**src/rtl/traffic_phase_controller_pkg.sv**
```systemverilog
// traffic_phase_controller_pkg: shared phase encoding, light constants and time clamp
package traffic_phase_controller_pkg;
  localparam logic [6:0] MAX_TIME = 7'd99;
  typedef enum logic [2:0] {
    MAIN_GREEN  = 3'd0,
    MAIN_AMBER  = 3'd1,
    RED_TO_SEC  = 3'd2,
    SEC_GREEN   = 3'd3,
    SEC_AMBER   = 3'd4,
    RED_TO_MAIN = 3'd5,
    FLASH       = 3'd6
  } phase_t;
  localparam logic [2:0] LIGHT_RED   = 3'b100;
  localparam logic [2:0] LIGHT_AMBER = 3'b010;
  localparam logic [2:0] LIGHT_GREEN = 3'b001;
  localparam logic [2:0] LIGHT_OFF   = 3'b000;
  function automatic logic [6:0] clamp_time(input logic [6:0] t);
    return t == 7'd0 ? 7'd1 : (t > MAX_TIME ? MAX_TIME : t);
  endfunction
endpackage

```
**src/rtl/traffic_phase_controller_timer.sv**
```systemverilog
// traffic_phase_controller_timer: per-phase seconds counter with clamped load and tick decrement
module traffic_phase_controller_timer
  import traffic_phase_controller_pkg::*;
#(
  parameter logic [6:0] RESET_VAL = 7'd2
) (
  input  logic       clk,
  input  logic       rst_n,
  input  logic       tick,
  input  logic       load,
  input  logic       clear,
  input  logic [6:0] din,
  output logic [6:0] count,
  output logic       done
);
  always_ff @(posedge clk or negedge rst_n) begin
    if (!rst_n) count <= RESET_VAL;
    else if (clear) count <= '0;
    else if (load) count <= clamp_time(din);
    else if (tick && count > 7'd1) count <= count - 7'd1;
  end
  assign done = count == 7'd1;
endmodule

```
**src/rtl/traffic_phase_controller.sv**
```systemverilog
// traffic_phase_controller: two-road signal sequencer with main-road hold and night flash mode
module traffic_phase_controller
  import traffic_phase_controller_pkg::*;
#(
  parameter int TRED = 2
) (
  input  logic       clk,
  input  logic       rst_n,
  input  logic       tick,
  input  logic [6:0] Ta,
  input  logic [6:0] Tpv,
  input  logic [6:0] Tsv,
  input  logic       sec_req,
  input  logic       flash_en,
  output logic [2:0] mainLight,
  output logic [2:0] secLight,
  output logic [6:0] timeRemaining,
  output logic [2:0] phase
);
  localparam logic [6:0] TRED_T = 7'(TRED);
  phase_t state, state_n;
  logic toggle, toggle_n, load, clear, done;
  logic [6:0] load_val;
  logic [2:0] main_n, sec_n;
  traffic_phase_controller_timer #(.RESET_VAL(clamp_time(TRED_T))) u_timer (
    .clk(clk), .rst_n(rst_n), .tick(tick), .load(load), .clear(clear),
    .din(load_val), .count(timeRemaining), .done(done)
  );
  always_comb begin
    state_n = state;
    toggle_n = toggle;
    load = 1'b0;
    clear = 1'b0;
    if (tick) begin
      case (state)
        MAIN_GREEN:  state_n = flash_en ? FLASH : (done && sec_req) ? MAIN_AMBER : MAIN_GREEN;
        MAIN_AMBER:  state_n = done ? RED_TO_SEC : MAIN_AMBER;
        RED_TO_SEC:  state_n = done ? SEC_GREEN : RED_TO_SEC;
        SEC_GREEN:   state_n = done ? SEC_AMBER : SEC_GREEN;
        SEC_AMBER:   state_n = done ? RED_TO_MAIN : SEC_AMBER;
        RED_TO_MAIN: state_n = flash_en ? FLASH : done ? MAIN_GREEN : RED_TO_MAIN;
        FLASH:       state_n = flash_en ? FLASH : RED_TO_MAIN;
        default:     state_n = RED_TO_MAIN;
      endcase
      // toggle starts from 0 outside FLASH, so the entry tick lights amber first
      toggle_n = state_n == FLASH ? ~toggle : 1'b0;
      clear = state_n == FLASH && state != FLASH;
      load = state_n != state && state_n != FLASH;
    end
    load_val = state_n == MAIN_GREEN ? Tpv :
               state_n == SEC_GREEN ? Tsv :
               (state_n == MAIN_AMBER || state_n == SEC_AMBER) ? Ta : TRED_T;
    main_n = state_n == FLASH ? (toggle_n ? LIGHT_AMBER : LIGHT_OFF) :
             state_n == MAIN_GREEN ? LIGHT_GREEN :
             state_n == MAIN_AMBER ? LIGHT_AMBER : LIGHT_RED;
    sec_n = state_n == FLASH ? (toggle_n ? LIGHT_AMBER : LIGHT_OFF) :
            state_n == SEC_GREEN ? LIGHT_GREEN :
            state_n == SEC_AMBER ? LIGHT_AMBER : LIGHT_RED;
  end
  always_ff @(posedge clk or negedge rst_n) begin
    if (!rst_n) begin
      state <= RED_TO_MAIN;
      toggle <= 1'b0;
      mainLight <= LIGHT_RED;
      secLight <= LIGHT_RED;
    end else begin
      state <= state_n;
      toggle <= toggle_n;
      mainLight <= main_n;
      secLight <= sec_n;
    end
  end
  assign phase = state;
endmodule
```
**config.mk**
```make
export PLATFORM = sky130hd
export DESIGN_NAME = traffic_phase_controller
export DESIGN_NICKNAME = d
export VERILOG_FILES = /design/src/rtl/traffic_phase_controller_pkg.sv /design/src/rtl/traffic_phase_controller_timer.sv /design/src/rtl/traffic_phase_controller.sv
export SDC_FILE = /design/constraint.sdc
export NUM_CORES = 1
export LEC_CHECK = 0
export BUFFER_PORTS_ARGS = -buffer_cell sky130_fd_sc_hd__buf_2
export CORE_ASPECT_RATIO = 1.75
export CORE_UTILIZATION = 54
export DETAILED_ROUTE_END_ITERATION = 10
export GPL_TIMING_DRIVEN = 0
export HOLD_SLACK_MARGIN = 0.05
export MAX_ROUTING_LAYER = met4
export PLACE_DENSITY_LB_ADDON = 0.15
export SETUP_SLACK_MARGIN = 0.05
export SKIP_CTS_REPAIR_TIMING = 1
export SYNTH_ARGS = -nofsm -noshare
export SYNTH_HDL_FRONTEND = slang
export SYNTH_SLANG_ARGS = --single-unit
```
**constraint.sdc**
```tcl
create_clock -name clk -period 9.6 [get_ports clk]
set_clock_uncertainty 0.05 [all_clocks]
set_input_delay 0.96 -clock clk [delete_from_list [all_inputs] [get_ports clk]]
set_output_delay 0.96 -clock clk [all_outputs]
set_load 0.02 [all_outputs]
```
* Word level (Yosys, flattened, before mapping)
Cells that the tools add are included.
** Storage, ports and cells
- Flip-flop bits (word level) :: 17
- Input bits :: 26
- Output and inout port bits :: 16
- Word-level logic and storage cells :: 64
** Cells by class
- Add/sub/neg operators :: 1
- $lt $le $gt $ge :: 2
- Equality and inequality tests :: 15
- Multiplexer cells :: 31
- Bitwise logic cells :: 1
- Reductions and logical operators :: 9
** Operators with widths (number)
- $mux 7 :: 8
- $mux 3 :: 12
- $pmux 3 s7 :: 1
- $eq 3x3->1 const B :: 6
- $eq 3x2->1 const B :: 3
- $eq 7x1->1 const B :: 1
- $gt 7x1->1 const B :: 1
- $gt 7x7->1 const B :: 1
- $logic_not 7->1 :: 1
- $mux 1 :: 7
- $sub 7x1->7 const B :: 1
- $eq 3x1->1 const B :: 2
- $logic_not 3->1 :: 2
- $mux 2 :: 3
- $ne 3x3->1 const B :: 2
- $logic_and 1x1->1 :: 4
- $ne 3x3->1 :: 1
- $reduce_bool 3->1 :: 1
- $logic_or 1x1->1 :: 1
- $not 1->1 :: 1

* Depth between registers and ports, before layout
Gate-level depths: netlist (run 1).
- Depth after elaboration :: 17
- Mapped depth :: 14
- Mapped depth without buffers :: 12

* Modules after synthesis
A second synthesis (run 1) with hierarchy kept.
** Second synthesis, totals
- Cell total of the unflattened synthesis :: 194
- Area, all modules :: 1584.0 um^2
** By module, submodules not included
- traffic_phase_controller :: times used 1, cells each 132, area each 1062.3 um^2, seq. area each 255.2 um^2
- traffic_phase_controller_timer :: times used 1, cells each 62, area each 521.8 um^2, seq. area each 176.4 um^2

* Worst setup path after synthesis (run 1)
Ideal clock, no wire load.
- Path kind :: register to register
- Start :: register u_timer.count[2]
- End :: register u_timer.count[2]
- Library setup time :: 0.074 ns
- Arrival time :: 3.115 ns
- Slack :: 6.361 ns
- Stages on the path, launching flop included :: 11
- Buffers on the path :: 1
- Path through :: dfrtp_1 -> or4_4 -> or2_0 -> buf_2 -> o41a_1 -> nor4bb_4 -> and3_4 -> a311oi_2 -> or2_1 -> or3b_1 -> a21oi_2
** Between the ends
- Cells in the longest elaborated chain, start to end :: 17
- Elaborated cells on any way between the ends :: 39
** Ends and longest elaborated chain
- start, declared :: RTL line traffic_phase_controller_timer.sv:13 : output logic [6:0] count,
- start signal, assigned :: RTL line traffic_phase_controller_timer.sv:19 : else if (load) count <= clamp_time(din);
- start signal, assigned :: RTL line traffic_phase_controller_timer.sv:20 : else if (tick && count > 7'd1) count <= count - 7'd1;
- $eq 7x1->1 :: RTL line traffic_phase_controller_timer.sv:22 : assign done = count == 7'd1;
- $logic_and 1x1->1 :: RTL line traffic_phase_controller.sv:36 : MAIN_GREEN: state_n = flash_en ? FLASH : (done && sec_req) ? MAIN_AMBER : MAIN_GREEN;
- $mux 1 :: RTL line traffic_phase_controller.sv:36
- $mux 3 :: RTL line traffic_phase_controller.sv:36
- $pmux 3 s7 :: RTL line traffic_phase_controller.sv:35 : case (state)
- $mux 3 (2 in a row) :: RTL line traffic_phase_controller.sv:34 : if (tick) begin
- $eq 3x1->1 or $eq 3x3->1 (tied branches) :: RTL line traffic_phase_controller.sv:52 : (state_n == MAIN_AMBER || state_n == SEC_AMBER) ? Ta : TRED_T;
- $logic_or 1x1->1 :: RTL line traffic_phase_controller.sv:52
- $mux 7 :: RTL line traffic_phase_controller.sv:52
- $mux 7 :: RTL line traffic_phase_controller.sv:51 : state_n == SEC_GREEN ? Tsv :
- $mux 7 :: RTL line traffic_phase_controller.sv:50 : load_val = state_n == MAIN_GREEN ? Tpv :
- $gt 7x7->1 :: RTL line traffic_phase_controller_pkg.sv:18 : return t == 7'd0 ? 7'd1 : (t > MAX_TIME ? MAX_TIME : t);
- $mux 7 (2 in a row) :: RTL line traffic_phase_controller_pkg.sv:18
- $mux 7 :: RTL line traffic_phase_controller_timer.sv:19
- $mux 7 :: RTL line traffic_phase_controller_timer.sv:18 : else if (clear) count <= '0;
Several ways; a longest one is shown, not always the timed one. The select of a mux whose other input is x is not followed.
A chain may end at the register's enable or synchronous reset.

* Final worst setup path (run 1)
- Start :: register state[2] (netlist: phase[2])
- End :: register u_timer.count[0]
** Between the ends
- Cells in the longest elaborated chain, start to end :: 14
- Elaborated cells on any way between the ends :: 33
** Ends and longest elaborated chain
- start, declared :: RTL line traffic_phase_controller.sv:21 : phase_t state, state_n;
- start signal, assigned :: RTL line traffic_phase_controller.sv:67 : state <= state_n;
- $eq 3x3->1 (tied with other cells) :: RTL line traffic_phase_controller.sv:35
- $pmux 3 s7 :: RTL line traffic_phase_controller.sv:35
- $mux 3 (2 in a row) :: RTL line traffic_phase_controller.sv:34
- $eq 3x1->1 or $eq 3x3->1 (tied branches) :: RTL line traffic_phase_controller.sv:52
- $logic_or 1x1->1 :: RTL line traffic_phase_controller.sv:52
- $mux 7 :: RTL line traffic_phase_controller.sv:52
- $mux 7 :: RTL line traffic_phase_controller.sv:51
- $mux 7 :: RTL line traffic_phase_controller.sv:50
- $gt 7x7->1 :: RTL line traffic_phase_controller_pkg.sv:18
- $mux 7 (2 in a row) :: RTL line traffic_phase_controller_pkg.sv:18
- $mux 7 :: RTL line traffic_phase_controller_timer.sv:19
- $mux 7 :: RTL line traffic_phase_controller_timer.sv:18
Several ways; a longest one is shown, not always the timed one. The select of a mux whose other input is x is not followed.

==> flow_metrics.py, run 1 <==
metrics = {
    "timing": {
        "slew_headroom_pct": 43.3,
        "max_freq_ghz": 0.283,
        "whs_ns": 0.512,
        "fin_crit_ns": 3.53,
        "final-hold-violation-count": 0,
        "fin_crit_sh_pct": 36.8,
        "setup_tns_ns": 0,
        "slew_viol_final": 0,
        "setup_viol": 0,
        "rsz0062_at_grt": "no",
        "worst_pin_slew_ns": 0.844,
    },
    "global_route": {
        "grt_pass1_vias": 1211,
        "antenna_found_initial": 0,
        "grtUsageTotal_pct": 27.9,
        "grt_first_pass_wirelength_mm": 5.05,
        "grt.overflow.total": 0,
        "grt_max_degree": 18,
    },
    "detailed_routing": {
        "wirelength_mm": 3.23,
        "viasPerCell": 5.84,
        "post-route-drc-count": 0,
        "drtIter0Drc": 26,
        "wl_per_cell_um": 14.2,
        "vias": 1325,
        "ant_nets": 0,
        "dr.pass1.iters": 4,
    },
    "floorplanning": {
        "row_count": 23,
        "io_pins": 42,
        "core_sq_mm": 0.00230,
        "dieArea_sq_mm": 0.00263,
        "die_w_um": 39.2,
        "initial_core_util_pct": 56.8,
        "die-height_um": 67.1,
    },
    "clock_network": {
        "cts_root_buffer": "clkbuf_8",
        "cts_sinks": 17,
        "cts.path.max_buffers": 2,
        "htree_levels": 1,
        "cts_tree": "yes",
        "insertion_delay_ns": 0.25,
        "clk_pin_slew_ns": 0.07,
        "cts_made_buffers": 3,
    },
    "placement": {
        "hpwlAfterDp_mm": 2.55,
        "dpl.cell_count": 223,
        "io_buffer_count": 40,
        "gp_congestion": 0.786,
    },
    "cells_and_area": {
        "antenna_cells": 0,
        "nets": 231,
        "fin_cells": 227,
        "syn_to_final_growth_pct": 21.4,
        "utilization_pct": 69.0,
        "final_layout_size_suffix_gt1_share_pct": 30.7,
    },
    "job": {
        "maxCapViolCount": 0,
    },
    "logic_synthesis": {
        "ys.flop_type": "dfrtp_1",
        "synth-async-reset-ratio_pct": 100,
        "seq_area_frac_synth_pct": 33.0,
        "netlist_top_cells_count": "19 x nor2_1, 14 x inv_1, 13 x nor3_1",
        "synthTopCellsByArea": "dfrtp_1 23%, dfstp_2 10%, nor2_1 5.4%, nor3_1 5.0%, inv_1 4.0%",
        "synth_cell_type_count": 49,
        "synth.most_common_cell": "nor2_1",
        "syn_nets": 186,
        "syn_area_sq_mm": 0.00131,
        "yosys_warnings": 0,
        "yosysTopAreaCell": "dfrtp_1",
        "synth_top_area_share_pct": 22.9,
        "ys_ff_latch": 17,
        "syn_inst": 158,
        "synth_area_per_cell_sq_um": 8.28,
        "synth-edff-count": 0,
    },
    "status": {
        "outcome": "finished, final reports clean",
    },
    "worst_setup_path": {
        "crit_type": "reg -> reg",
        "worst-r2r-cell-count": 12,
        "cp_data_required_time_ns": 9.73,
        "cp_max_fo": 10,
        "critPathLaunchType": "flip-flop",
        "end_kind": "flip-flop",
        "critPathArrivalTime_ns": 3.66,
    },
    "power_and_ir_drop": {
        "p_total_uw": 539,
        "cellPowerDensity_mw_per_mm2": 339,
        "power.leakage_uw": 0.000778,
        "max-vdd-ir-drop_mv": 0.182,
    },
    "min_path": {
        "hp-class": "reg -> reg",
        "min_path_cells": 1,
    },
}
-- cell type report --
type / instances / area, sq um
inverter: 14 / 52.6
clock inverter: 1 / 7.51
fill: 204 / 713
clock buffer: 3 / 41.3
multi-input combinational: 118 / 787
buffer: 9 / 37.5
timing repair buffer: 40 / 200
tap: 25 / 31.3
sequential: 17 / 432
-- sequential cells by signal, indices dropped and copies added (netlist names) --
signal and cells:
u_timer.count 7, mainLight 3, toggle 1, phase 3, secLight 3
-- worst max-delay path, cell delays in order, from the launching register on --
cell and delay, ns:
dfstp_2 0.53, clkbuf_1 0.36, inv_1 0.18, o21ai_0 0.22
nand2_1 0.08, o22ai_1 0.33, buf_2 0.30, buf_2 0.25
nor3_1 0.07, a311oi_1 0.45, nand3_1 0.15, mux2_1 0.34
a21oi_1 0.14
-- cell families (layout without fill, tap and decap cells) --
logic type | count (synthesis) | count (layout) | synth area share [%]
and+or+nand+nor | 67 | 67 | 27.8
AOI/OAI and AO/OA | 39 | 39 | 23.5
buffers and inverters | 23 | 67 | 6.88
DFF | 17 | 17 | 33.0
xor gates and xnor gates | 9 | 9 | 6.02
adders and majority gates | 2 | 2 | 1.91
muxes | 1 | 1 | 0.860
-- routing by layer --
metal  up-vias  share of wire [%]  GRT usage (%)
li1        655                  -              -
met2        34                 57           52.5
met3         6                2.4           2.00
met4         0                1.5           10.3
met5         -                  0              -
met1       630                 39           27.8
-- power by group --
part,switching [uW],internal [uW],total (uW)
sequential,23.1,108,132
clock,24.9,29.2,54.1
combinational,219,135,354
-- layout by cell type, fill, tap and decap left out, drive strengths merged, types with 6 or more instances in the layout --
cell / count
buf: 43
nor2: 19
inv: 14
nor3: 13
dfrtp: 12
a21oi: 11
nand2: 10
clkbuf: 9
a311oi: 7
xor2: 6
-- per-stage QoR --
stage | instance area [sq um] | setup slack (ns)
2_1_floorplan | 1310 | 6.36
3_3_place_gp | 1540 | 5.98
3_5_place_dp | 1540 | 5.93
4_1_cts | 1590 | 6.09
5_1_grt | 1590 | 5.87
6_report | 1590 | 6.07
-- path summary, 6_finish.rpt --
path / start / endpoint / slack (ns)
setup / recovery: phase[2]$_DFF_PN1_ / u_timer.count[0]$_DFFE_PN0P_ / 6.07
hold reg to reg: toggle$_DFF_PN0_ / toggle$_DFF_PN0_ / 0.51
setup reg to reg: phase[2]$_DFF_PN1_ / u_timer.count[0]$_DFFE_PN0P_ / 6.07
max in group asynchronous: rst_n / u_timer.count[1]$_DFFE_PN1P_ / 8.62
hold / removal: toggle$_DFF_PN0_ / toggle$_DFF_PN0_ / 0.51
min in group asynchronous: rst_n / secLight[0]$_DFF_PN0_ / 0.56
No activity file was read; power rests on OpenSTA's default activity.
==> run 2, diff against run 1 <==
--- a/config.mk
+++ b/config.mk
@@ -7,7 +7,7 @@
 export LEC_CHECK = 0
 export BUFFER_PORTS_ARGS = -buffer_cell sky130_fd_sc_hd__buf_2
 export CORE_ASPECT_RATIO = 1.75
-export CORE_UTILIZATION = 54
+export CORE_UTILIZATION = 45
 export DETAILED_ROUTE_END_ITERATION = 10
 export GPL_TIMING_DRIVEN = 0
 export HOLD_SLACK_MARGIN = 0.05
==> constraint.sdc (replaced) <==
create_clock -name clk -period 3.05 [get_ports clk]
set_clock_uncertainty 0.05 [all_clocks]
set_input_delay 0.305 -clock clk [delete_from_list [all_inputs] [get_ports clk]]
set_output_delay 0.305 -clock clk [all_outputs]
set_load 0.02 [all_outputs]
==> run 2 against run 1 <==
Net effect:
- critical endpoint is now u_timer.count[2]$_DFFE_PN0P_
- register-to-register slack lost 6.3 ns
- via count up 7.2%
- critical path type unchanged
- largest cell class unchanged
- largest power group unchanged
- the run now ends with negative setup slack left
- highest routed layer unchanged
- worst setup slack got worse by 6.3 ns
- cell area up 18%
==> flow_metrics.py, run 2 (synthesized netlist as in run 1, its figures left out) <==
metrics = {
    "worst_setup_path": {
        "worstPathCellList": "or4_4, or2_0, buf_4, o41a_1, nor4bb_4, and3_4, a311oi_4, or2_1, or3b_1, a21oi_2",
        "critPathArrivalTime_ns": 3.44,
        "worstReg2RegStart": "u_timer.count[2]$_DFFE_PN0P_",
        "crit_end": "u_timer.count[2]$_DFFE_PN0P_",
        "cp-startpoint": "u_timer.count[2]$_DFFE_PN0P_",
        "cp_max_fo": 7,
        "worst-r2r-cell-count": 10,
        "critPathLaunchType": "flip-flop",
        "end_kind": "flip-flop",
        "cpMaxStageDelayCell": "or4_4",
        "crit_type": "reg -> reg",
        "cp.depth": 10,
        "path_buf_inv": 1,
        "cp_data_required_time_ns": 3.18,
        "path_delay_family": "simple AND/OR/NAND/NOR gates",
        "worstReg2RegEnd": "u_timer.count[2]$_DFFE_PN0P_",
        "slowest_delay_ns": 0.55,
        "reg2reg_setup_slack_ns": -0.26,
    },
    "global_route": {
        "grt.overflow.total": 0,
        "grt_pass1_vias": 1373,
        "antenna_found_initial": 0,
        "grtUsageTotal_pct": 24.1,
        "grt_first_pass_wirelength_mm": 5.66,
        "grt_max_degree": 18,
    },
    "cells_and_area": {
        "mostFrequentLayoutCells": "40 x buf_2, 18 x nor2_1, 14 x inv_1, 14 x buf_4, 10 x dfrtp_1",
        "multiInputGateArea_sq_um": 955,
        "syn_to_final_growth_pct": 43.5,
        "nets": 244,
        "mostFrequentLayoutCell": "buf_2",
        "fill_cells": 236,
        "fin_cells": 242,
        "seq_area_sq_um": 434,
        "final_layout_size_suffix_gt1_share_pct": 44.2,
        "antenna_cells": 0,
        "regMostFlops": "u_timer.count",
        "largest_reg_flops": 7,
    },
    "floorplanning": {
        "initial_core_util_pct": 48.1,
        "core_sq_mm": 0.00272,
        "dieArea_sq_mm": 0.00314,
        "row_count": 25,
        "io_pins": 42,
        "die-height_um": 73.3,
        "die_w_um": 42.8,
    },
    "timing": {
        "whs_ns": 0.316,
        "slew_headroom_pct": 46.0,
        "worst_pin_slew_ns": 0.805,
        "setup_tns_ns": -1.11,
        "worst_slack_ns": -0.257,
        "final-hold-violation-count": 0,
        "fin_crit_sh_pct": 108,
        "max_freq_ghz": 0.302,
        "setup_viol": 6,
        "fin_crit_ns": 3.31,
        "slew_viol_final": 0,
        "rsz0062_at_grt": "yes",
    },
    "detailed_routing": {
        "wl_per_cell_um": 15.4,
        "drtIter0Drc": 33,
        "vias": 1420,
        "ant_nets": 0,
        "wirelength_mm": 3.72,
        "dr.pass1.iters": 4,
        "post-route-drc-count": 0,
        "viasPerCell": 5.87,
    },
    "clock_network": {
        "cts_tree": "yes",
        "htree_levels": 1,
        "insertion_delay_ns": 0.25,
        "cts.path.max_buffers": 2,
        "clk_pin_slew_ns": 0.07,
        "cts_root_buffer": "clkbuf_8",
        "cts_made_buffers": 3,
        "cts_sinks": 17,
    },
    "min_path": {
        "hp-class": "in -> reg",
        "min_path_cells": 3,
    },
    "placement": {
        "gp_congestion": 0.860,
        "hpwlAfterDp_mm": 2.67,
        "dpl.cell_count": 225,
        "io_buffer_count": 40,
    },
    "status": {
        "violations": "negative setup slack",
        "outcome": "complete, but fails checks",
    },
    "power_and_ir_drop": {
        "max-vdd-ir-drop_mv": 0.757,
        "p_total_uw": 2080,
        "cellPowerDensity_mw_per_mm2": 1110,
        "power.leakage_uw": 0.000875,
    },
    "job": {
        "maxCapViolCount": 0,
    },
}
## run 2: cell count changes in the layout (fill, tap and decap cells not counted), moves of 2 or more
cell | before | now
buf_2 | 43 | 40
buf_6 | 0 | 2
nor3_1 | 13 | 9
dfrtp_2 | 0 | 2
a311oi_1 | 5 | 1
dfrtp_1 | 12 | 10
buf_4 | 0 | 14
nor3_2 | 0 | 4
a311oi_4 | 0 | 4
and3_4 | 1 | 3
and3_1 | 4 | 2
## run 2: cell type report
class / instances / share of cell area [%]
repair buffers: 54 / 16.4
plain buffers: 8 / 2.60
clock buffers: 3 / 2.20
multi-input cells: 118 / 50.8
well taps: 27 / 1.80
inverters: 14 / 2.80
flip-flops and latches: 17 / 23.1
clock inverters: 1 / 0.266
## run 2: worst register-to-register path: cells and delay by family (launching register included)
kind	cells	cell delay, ns
flops	1	0.42
compound gates	3	0.88
buf+inv	1	0.17
simple gates	6	1.72
## run 2: worst min-delay path by stage
| stage | slack [ns] | to | from |
|---|---|---|---|
| 2_1_floorplan | -0.04 | mainLight[0]$_DFF_PN0_ | rst_n |
| 3_3_place_gp | 0.18 | u_timer.count[5]$_DFFE_PN0P_ | rst_n |
| 3_5_place_dp | 0.19 | u_timer.count[5]$_DFFE_PN0P_ | rst_n |
| 4_1_cts | -0.09 | u_timer.count[5]$_DFFE_PN0P_ | rst_n |
| 5_1_grt | 0.35 | u_timer.count[0]$_DFFE_PN0P_ | Tsv[0] |
| 6_report | 0.32 | u_timer.count[0]$_DFFE_PN0P_ | Tsv[0] |
## run 2: where the power goes
group | leakage (uW) | switching [uW] | internal [uW]
logic | 0.000644 | 842 | 638
registers | 0.000206 | 92.5 | 344
clock network | 0.0000255 | 76.7 | 90.7
## run 2: per-layer routing
metal	routed length, um	track usage (%)	up-vias
met5	0	-	-
met3	107	2.70	11
met1	1260	23.4	686
met4	133	11.5	0
li1	-	-	680
met2	2220	45.8	43
## run 2: stage by stage
stage,cell area [sq um],worst slack (ns),util (%)
after floorplan,1350,-0.0645,-
after global placement,1590,-0.235,58.3
after detailed placement,1590,-0.283,58.3
after CTS,1630,-0.299,60.0
after global routing,1880,-0.365,69.0
final,1880,-0.257,69.0
